`src/rtl/lsu_pkg.sv`:
```
// Shared definitions for the load/store unit: RV32I size codes, FSM states
// and the request legality check used at accept time.
package lsu_pkg;

    localparam logic [2:0] F3_B  = 3'b000;
    localparam logic [2:0] F3_H  = 3'b001;
    localparam logic [2:0] F3_W  = 3'b010;
    localparam logic [2:0] F3_BU = 3'b100;
    localparam logic [2:0] F3_HU = 3'b101;

    typedef enum logic [1:0] {
        IDLE   = 2'd0,
        ACCESS = 2'd1,
        WRITE  = 2'd2,
        RESP   = 2'd3
    } lsu_state_e;

    // Stores only have signed-name codes; the unsigned variants are load-only.
    function automatic logic funct3_legal(input logic we, input logic [2:0] funct3);
        logic ok;
        if (we) begin
            ok = (funct3 == F3_B) || (funct3 == F3_H) || (funct3 == F3_W);
        end else begin
            ok = (funct3 == F3_B)  || (funct3 == F3_H)  || (funct3 == F3_W) ||
                 (funct3 == F3_BU) || (funct3 == F3_HU);
        end
        return ok;
    endfunction

    function automatic logic misaligned(input logic [2:0] funct3, input logic [1:0] addr_lo);
        logic bad;
        case (funct3[1:0])
            2'b01:   bad = addr_lo[0];
            2'b10:   bad = (addr_lo != 2'b00);
            default: bad = 1'b0;
        endcase
        return bad;
    endfunction

    function automatic logic access_err(input logic we, input logic [2:0] funct3,
                                        input logic [1:0] addr_lo);
        return !funct3_legal(we, funct3) || misaligned(funct3, addr_lo);
    endfunction

endpackage

```
`src/rtl/lsu_align.sv`:
```
// Combinational lane logic: load extract/extend and store read-modify-merge
// for a little-endian 32-bit word.
module lsu_align
    import lsu_pkg::*;
(
    input  logic [2:0]  funct3,
    input  logic [1:0]  addr_lo,
    input  logic [31:0] word,
    input  logic [31:0] wdata,
    output logic [31:0] load_data,
    output logic [31:0] store_word
);

    logic [7:0]  byte_lane;
    logic [15:0] half_lane;

    // NOTE: every output of a combinational block is given a default first so
    // that no path through the case statements can infer a latch.
    always_comb begin
        byte_lane  = 8'h00;
        half_lane  = 16'h0000;
        load_data  = 32'h0;
        store_word = word;

        case (addr_lo)
            2'd0:    byte_lane = word[7:0];
            2'd1:    byte_lane = word[15:8];
            2'd2:    byte_lane = word[23:16];
            default: byte_lane = word[31:24];
        endcase
        half_lane = addr_lo[1] ? word[31:16] : word[15:0];

        case (funct3)
            F3_B:    load_data = {{24{byte_lane[7]}}, byte_lane};
            F3_H:    load_data = {{16{half_lane[15]}}, half_lane};
            F3_W:    load_data = word;
            F3_BU:   load_data = {24'h0, byte_lane};
            F3_HU:   load_data = {16'h0, half_lane};
            default: load_data = 32'h0;
        endcase

        case (funct3)
            F3_B: begin
                case (addr_lo)
                    2'd0:    store_word[7:0]   = wdata[7:0];
                    2'd1:    store_word[15:8]  = wdata[7:0];
                    2'd2:    store_word[23:16] = wdata[7:0];
                    default: store_word[31:24] = wdata[7:0];
                endcase
            end
            F3_H: begin
                if (addr_lo[1]) store_word[31:16] = wdata[15:0];
                else            store_word[15:0]  = wdata[15:0];
            end
            F3_W:    store_word = wdata;
            default: store_word = word;
        endcase
    end

endmodule

```
`src/rtl/load_store_unit.sv`:
```
// RV32I load/store unit: one request at a time against a combinational-read,
// clocked-write data memory. Sub-word stores are done as read-modify-write.
module load_store_unit
    import lsu_pkg::*;
#(
    parameter int ADDR_W = 32,
    parameter int DATA_W = 32   // lane logic is written for 32 only
) (
    input  logic              clk,
    input  logic              rst_n,
    input  logic              req_valid,
    output logic              req_ready,
    input  logic              req_we,
    input  logic [2:0]        req_funct3,
    input  logic [ADDR_W-1:0] req_addr,
    input  logic [DATA_W-1:0] req_wdata,
    output logic              rsp_valid,
    input  logic              rsp_ready,
    output logic [DATA_W-1:0] rsp_rdata,
    output logic              rsp_err,
    output logic [ADDR_W-1:0] mem_A,
    output logic [DATA_W-1:0] mem_WD,
    output logic              mem_WE,
    input  logic [DATA_W-1:0] mem_RD
);

    lsu_state_e        state;
    logic              we_q;
    logic [2:0]        funct3_q;
    logic [ADDR_W-1:0] addr_q;
    logic [DATA_W-1:0] wdata_q;
    logic [DATA_W-1:0] load_data;
    logic [DATA_W-1:0] store_word;
    logic              req_fire;
    logic              req_bad;

    assign req_ready = (state == IDLE);
    assign req_fire  = req_valid && req_ready;
    assign req_bad   = access_err(req_we, req_funct3, req_addr[1:0]);

    // Decoded purely from registers, so reset drives it to 0 immediately.
    assign mem_A = ((state == ACCESS) || (state == WRITE)) ?
                   {addr_q[ADDR_W-1:2], 2'b00} : '0;

    lsu_align u_align (
        .funct3     (funct3_q),
        .addr_lo    (addr_q[1:0]),
        .word       (mem_RD),
        .wdata      (wdata_q),
        .load_data  (load_data),
        .store_word (store_word)
    );

    // NOTE: state registers use non-blocking assignments so every register
    // samples the pre-edge values regardless of statement order.
    always_ff @(posedge clk or negedge rst_n) begin
        if (!rst_n) begin
            state     <= IDLE;
            we_q      <= 1'b0;
            funct3_q  <= 3'b000;
            addr_q    <= '0;
            wdata_q   <= '0;
            rsp_valid <= 1'b0;
            rsp_err   <= 1'b0;
            rsp_rdata <= '0;
            mem_WE    <= 1'b0;
            mem_WD    <= '0;
        end else begin
            case (state)
                IDLE: begin
                    if (req_fire) begin
                        we_q      <= req_we;
                        funct3_q  <= req_funct3;
                        addr_q    <= req_addr;
                        wdata_q   <= req_wdata;
                        rsp_rdata <= '0;
                        // Illegal requests skip memory entirely and answer next cycle.
                        rsp_err   <= req_bad;
                        rsp_valid <= req_bad;
                        state     <= req_bad ? RESP : ACCESS;
                    end
                end
                ACCESS: begin
                    if (we_q) begin
                        mem_WD <= store_word;
                        mem_WE <= 1'b1;
                        state  <= WRITE;
                    end else begin
                        rsp_rdata <= load_data;
                        rsp_valid <= 1'b1;
                        state     <= RESP;
                    end
                end
                WRITE: begin
                    mem_WE    <= 1'b0;
                    mem_WD    <= '0;
                    rsp_valid <= 1'b1;
                    state     <= RESP;
                end
                RESP: begin
                    if (rsp_ready) begin
                        rsp_valid <= 1'b0;
                        rsp_err   <= 1'b0;
                        rsp_rdata <= '0;
                        state     <= IDLE;
                    end
                end
                default: state <= IDLE;
            endcase
        end
    end

endmodule

```
`config.mk`:
```
export PLATFORM = sky130hd
export DESIGN_NAME = load_store_unit
export DESIGN_NICKNAME = d
export VERILOG_FILES = /design/src/rtl/lsu_pkg.sv /design/src/rtl/lsu_align.sv /design/src/rtl/load_store_unit.sv
export SDC_FILE = /design/constraint.sdc
export NUM_CORES = 1
export LEC_CHECK = 0
export BUFFER_PORTS_ARGS = -buffer_cell sky130_fd_sc_hd__buf_2
export CORE_AREA = 2 2 118 120
export CTS_CLUSTER_DIAMETER = 60
export DETAILED_ROUTE_END_ITERATION = 16
export DIE_AREA = 0 0 120 122
export GPL_TIMING_DRIVEN = 1
export HOLD_SLACK_MARGIN = 0.06
export PLACE_DENSITY = 0.79
export SLEW_MARGIN = 40
export SYNTH_ARGS = -nofsm -noshare
export SYNTH_HDL_FRONTEND = slang
export SYNTH_SLANG_ARGS = --single-unit
export TNS_END_PERCENT = 100
```
`constraint.sdc`:
```
create_clock -name clk -period 2.3 [get_ports clk]
set_input_delay 0.46 -clock clk [delete_from_list [all_inputs] [get_ports clk]]
set_output_delay 0.46 -clock clk [all_outputs]
set_load 0.1 [all_outputs]
```
==> flow_summary.ini, run 1 <==
[sta]
finalHoldViolCount = 0
timing.final.crit_share = 0.9690
final-max-slew-violation-count = 0
finClkSkew_ns = 0.007567
maxSlewHeadroom = 0.5726
finalCriticalPeriod_ns = 2.229
rsz0062_at_grt = no
fmax_mhz = 448.7
worst_slew_pin_slew_ns = 0.6411
setup_viol = 0

[detailed_routing]
top_layer = met4
num_vias = 5946
routed_via_density = 6.024
met3WireLength_um = 2452
wl_met1_um = 7917
drc = 0
wirelength_um = 21480
ant_nets = 0
drtPass1Iterations = 7
post_drt_wl_per_cell_um = 21.76
wl_met2_um = 10140
drt_iter0_drc = 687

[floorplanning]
die-area_um2 = 14640
coreArea_um2 = 13500
die_w_um = 120
num_io_pins = 204
die_y_um = 122
fp-row-count = 43
initial_core_util = 0.5038

[logic_synthesis]
syn_avg_cell_area_um2 = 11.51
synthCells = 591
synthTopCellsByCount = dfrtp_1, mux2_2, nand2_1
synth_area_um2 = 6803
synth_edf_count = 0
yosys_register_bits = 137
yosys_warnings = 0
synth_top_area_cell = dfrtp_1
synth.top_cell.area_share = 0.5040
async_flop_share = 1.000
yosys.cell_types.count = 53
ys_seq_area_frac = 0.5040
yosysMostFrequentCell = dfrtp_1
ys.flop_type = dfrtp_1
yosys-top-cells-area = dfrtp_1, mux2_2, and2_1

[cells_and_area]
fill_cells = 1015
nets = 905
utilization = 0.6782
diodes = 0
area_growth_pct = 34.63
layout-drive-gt1-share = 0.4349

[place]
routabilityCongestion = 0.9504
post-dp-hpwl_um = 15860
numPortBuffers = 201

[worst_setup_path]
end_kind = primary output
critPathKind = flip-flop to primary output
worst-path-max-fanout = 15
required_ns = 1.84
critPathArrivalTime_ns = 1.77
critPathLaunchType = flip-flop

[clocking]
cts_root_buffer = clkbuf_16
h-tree-depth = 4
cts_tree = yes
clockBufferDepth = 2
clkSinkCount = 137
numCtsBuffers = 17
clock_latency_ns = 0.42
clkTransAtPathRegs_ns = 0.06

[hold_path]
min_path_type = primary input to flip-flop

[global_route]
overflow = 0
grt_pass1_wl_um = 33220
grt_pass1_vias = 6111
antenna_found_initial = 0
grt_use_total = 0.3013
grt_max_degree = 53

[status]
status = completed

[job]
cap_violations = 0
## path summary, 6_finish.rpt
| path | from | endpoint | slack [ns] | cells past startpoint |
|---|---|---|---|---|
| min in group asynchronous | rst_n | mem_WE | 0.55 | 2 |
| max reg2reg | state[1] | rsp_rdata[25] | 0.10 | 7 |
| max | state[0] | mem_A[5] | 0.07 | 5 |
| max in group asynchronous | rst_n | addr_q[5] | 1.02 | 3 |
| min reg2reg | mem_WD[0] | mem_WD[0] | 0.48 | 2 |
| min | req_wdata[15] | wdata_q[15] | 0.26 | 2 |
## critical path, cell delays in order (launching register included)
cell and delay, ns:
dfrtp_1 0.38, inv_1 0.12, ha_4 0.31, buf_6 0.16, and2_1 0.19, buf_12 0.18
## cells by family after synthesis
kind of cell               after synthesis  share of synthesized area
buffers and inverters                   56                    0.03881
AOI/OAI and AO/OA                      170                     0.1801
muxes                                   92                     0.1626
adders and majority gates                7                    0.01287
DFF                                    137                     0.5040
other                                    1                  0.0005512
and+or+nand+nor                        128                     0.1012
## sequential cells by signal (all words and copies together) (netlist names)
register,count
state,2
rsp_err,1
wdata_q,32
rsp_rdata,32
funct3_q,3
mem_WE,1
we_q,1
rsp_valid,1
addr_q,32
mem_WD,32
## metrics by stage
stage | area [µm²] | hold WS (ns) | setup TNS (ns) | setup slack (ns) | instances
detailed placement | 8466 | 0.4482 | 0 | 0.006944 | 949
global route | 9159 | 0.2591 | 0 | 0.001399 | 987
finish | 9159 | 0.2628 | 0 | 0.07135 | 987
CTS | 9092 | 0.2572 | -0.007599 | -0.004669 | 982
global placement | 8466 | 0.4439 | 0 | 0.1892 | 949
floorplan | 6809 | 0.1644 | 0 | 0.04197 | 592
## layout by cell type (no fill, tap or decap), types with 6 or more instances in the layout
cell type	instances
a211oi_1	8
a21oi_1	16
a221o_1	16
a221oi_1	9
a222oi_1	8
a22oi_1	19
and2_1	34
buf_12	33
buf_2	170
buf_4	26
clkbuf_16	17
dfrtp_1	137
ha_1	6
inv_1	7
mux2_2	68
mux2i_1	15
mux4_2	8
nand2_1	47
nor2_1	15
o211ai_1	6
o21ai_0	45
o22ai_1	6
o2bb2ai_1	16
## area by class of cell
cell class                 instances  area (µm²)  area share
multi-input combinational        399        3143      0.3432
sequential                       137        3428      0.3743
timing repair buffer             232        1739      0.1899
clock buffer                      27       513.0     0.05601
inverter                           7       26.28    0.002869
tap                              180       225.2     0.02459
clock inverter                     5       83.83    0.009153
## timing repair
| action | in CTS | in global routing |
|---|---|---|
| buffers inserted | 0 | 4 |
| pin swaps | 0 | 1 |
| endpoints found under the setup margin | 30 | 56 |
| hold buffers | 1 | 0 |
| cloned | 0 | 0 |
| gates resized for setup | 5 | 1 |
| hold endpoints to repair | 49 | 0 |
## per-layer routing
layer  global-route usage  vias up
met2               0.4847      385
met4               0.1566        0
met3              0.09270       76
met5                    0        -
li1                     -     2610
met1               0.3667     2875
Power of run 1 is not shown: default switching activity piles up to over one toggle a cycle in this logic, so the estimate is an artifact.
==> run 2: changes to the inputs <==
Settings changed: PLACE_DENSITY 0.79 to 0.89.
==> run 2 against run 1 <==
  * Count of clock-buffer cells in the layout decreased by 1
  * Utilization increased by 0.60 points
  * Flip-flop and latch count unchanged
  * Non-clock buffer count decreased by 3
  * Die area unchanged
  * Sequential share of layout area decreased by 0.33 points
  * Register-to-register slack improved by 0.12 ns
  * Wire length decreased by 2.7%
  * Cell area increased by 0.89%
  * Fmax decreased by 0.44%
  * Clock skew increased by 0.0012 ns
  * First-iteration DRC count increased by 3.9%
==> flow_summary.ini, run 2 (synthesized netlist as in run 1, its figures left out) <==
[worst_setup_path]
worst-path-max-fanout = 15
reg2regPathDepth = 7
r2r_slack_ns = 0.22
required_ns = 1.84
r2r-end = mem_WD[3]
critPathKind = flip-flop to primary output
r2r_start = addr_q[0]
end_kind = primary output
critPathArrivalTime_ns = 1.78
critPathLaunchType = flip-flop

[cells_and_area]
fill_cells = 937
stdcell_area_um2 = 9240
layout-drive-gt1-share = 0.4453
diodes = 0
utilization = 0.6842
area_growth_pct = 35.83
layout_common_cells = buf_2, dfrtp_1, mux2_2
nets = 902
mostFrequentLayoutCell = buf_2

[hold_path]
hold_depth = 2
min_path_type = primary input to flip-flop
min_from = req_addr[13]
hold_end = addr_q[13]

[sta]
final.setup.tns_ns = 0
finalCriticalPeriod_ns = 2.239
worst_slew_pin_slew_ns = 0.6165
maxSlewHeadroom = 0.5876
setup_viol = 0
finClkSkew_ns = 0.008754
timing.final.crit_share = 0.9733
finalHoldViolCount = 0
final-max-slew-violation-count = 0
fmax_mhz = 446.7

[detailed_routing]
drc = 0
post_drt_wl_per_cell_um = 21.23
wirelength_um = 20890
ant_nets = 0
drt_iter0_drc = 714
routed_via_density = 6.027
num_vias = 5931
drtPass1Iterations = 7

[clocking]
h-tree-depth = 4
cts_root_buffer = clkbuf_16
clockBufferDepth = 2
numCtsBuffers = 17
clock_latency_ns = 0.43
cts_tree = yes
clkSinkCount = 137
clkTransAtPathRegs_ns = 0.06

[global_route]
overflow = 0
antenna_found_initial = 0
grt_pass1_wl_um = 32160
grt_max_degree = 63
grt_pass1_vias = 5901
grt_use_total = 0.2905

[place]
routabilityCongestion = 0.9408
placed_cell_area_um2 = 8483
post-dp-hpwl_um = 14930
numPortBuffers = 201

[floorplanning]
die-area_um2 = 14640
initial_core_util = 0.5038
num_io_pins = 204
die_w_um = 120
coreArea_um2 = 13500
die_y_um = 122
fp-row-count = 43

[status]
status = completed

[job]
cap_violations = 0
==> run 2: layer usage <==
metal  vias to the layer above  wire, µm  track usage
met1                      2820      7776       0.3633
met4                         0       917       0.1471
li1                       2595         -            -
met5                         -         0            0
met3                        91      2446      0.09363
met2                       425      9748       0.4549
==> run 2: worst max-delay path by stage <==
stage / startpoint / end / slack [ns] / cells past startpoint
after floorplan: state[0] / rsp_rdata[16] / 0.04 / 9
after global placement: state[0] / rsp_rdata[9] / 0.26 / 8
after detailed placement: state[0] / rsp_rdata[0] / 0.13 / 8
after CTS: state[0] / mem_A[17] / 0.02 / 4
after global routing: state[0] / mem_A[20] / -0.006 / 5
final: state[0] / mem_A[20] / 0.06 / 5
==> run 2: critical path, cell delays in order, from the launching register on <==
cell and delay (ns):
dfrtp_1 0.38, inv_1 0.12, ha_4 0.31, buf_8 0.16, and2_1 0.18, buf_12 0.18
==> run 2: layout make-up <==
cell class,instances,area [µm²],share of cell area
Sequential cell,137,3428,0.3710
Clock buffer,26,519.2,0.05620
Tap cell,180,225.2,0.02437
Multi-Input combinational cell,399,3163,0.3423
Clock inverter,6,132.6,0.01435
Inverter,7,26.28,0.002844
Timing Repair Buffer,229,1745,0.1889
==> run 2: per-stage QoR <==
| stage | worst slack, ns | hold slack, ns | cells |
|---|---|---|---|
| 3_5_place_dp | 0.1257 | 0.4438 | 948 |
| 3_3_place_gp | 0.2566 | 0.4434 | 948 |
| 5_1_grt | -0.005647 | 0.2507 | 984 |
| 6_report | 0.06146 | 0.2531 | 984 |
| 4_1_cts | 0.01994 | 0.2450 | 981 |
| 2_1_floorplan | 0.04197 | 0.1644 | 592 |
==> run 2: repair_timing <==
action | 4_1_cts | 5_1_grt
endpoints found under the hold margin | 49 | 0
gates cloned | 0 | 0
pin swaps | 0 | 3
setup buffers | 0 | 3
gates resized for setup | 1 | 14
endpoints found under the setup margin | 30 | 59
hold buffers | 1 | 0
Power of run 2 is left out for the same reason.
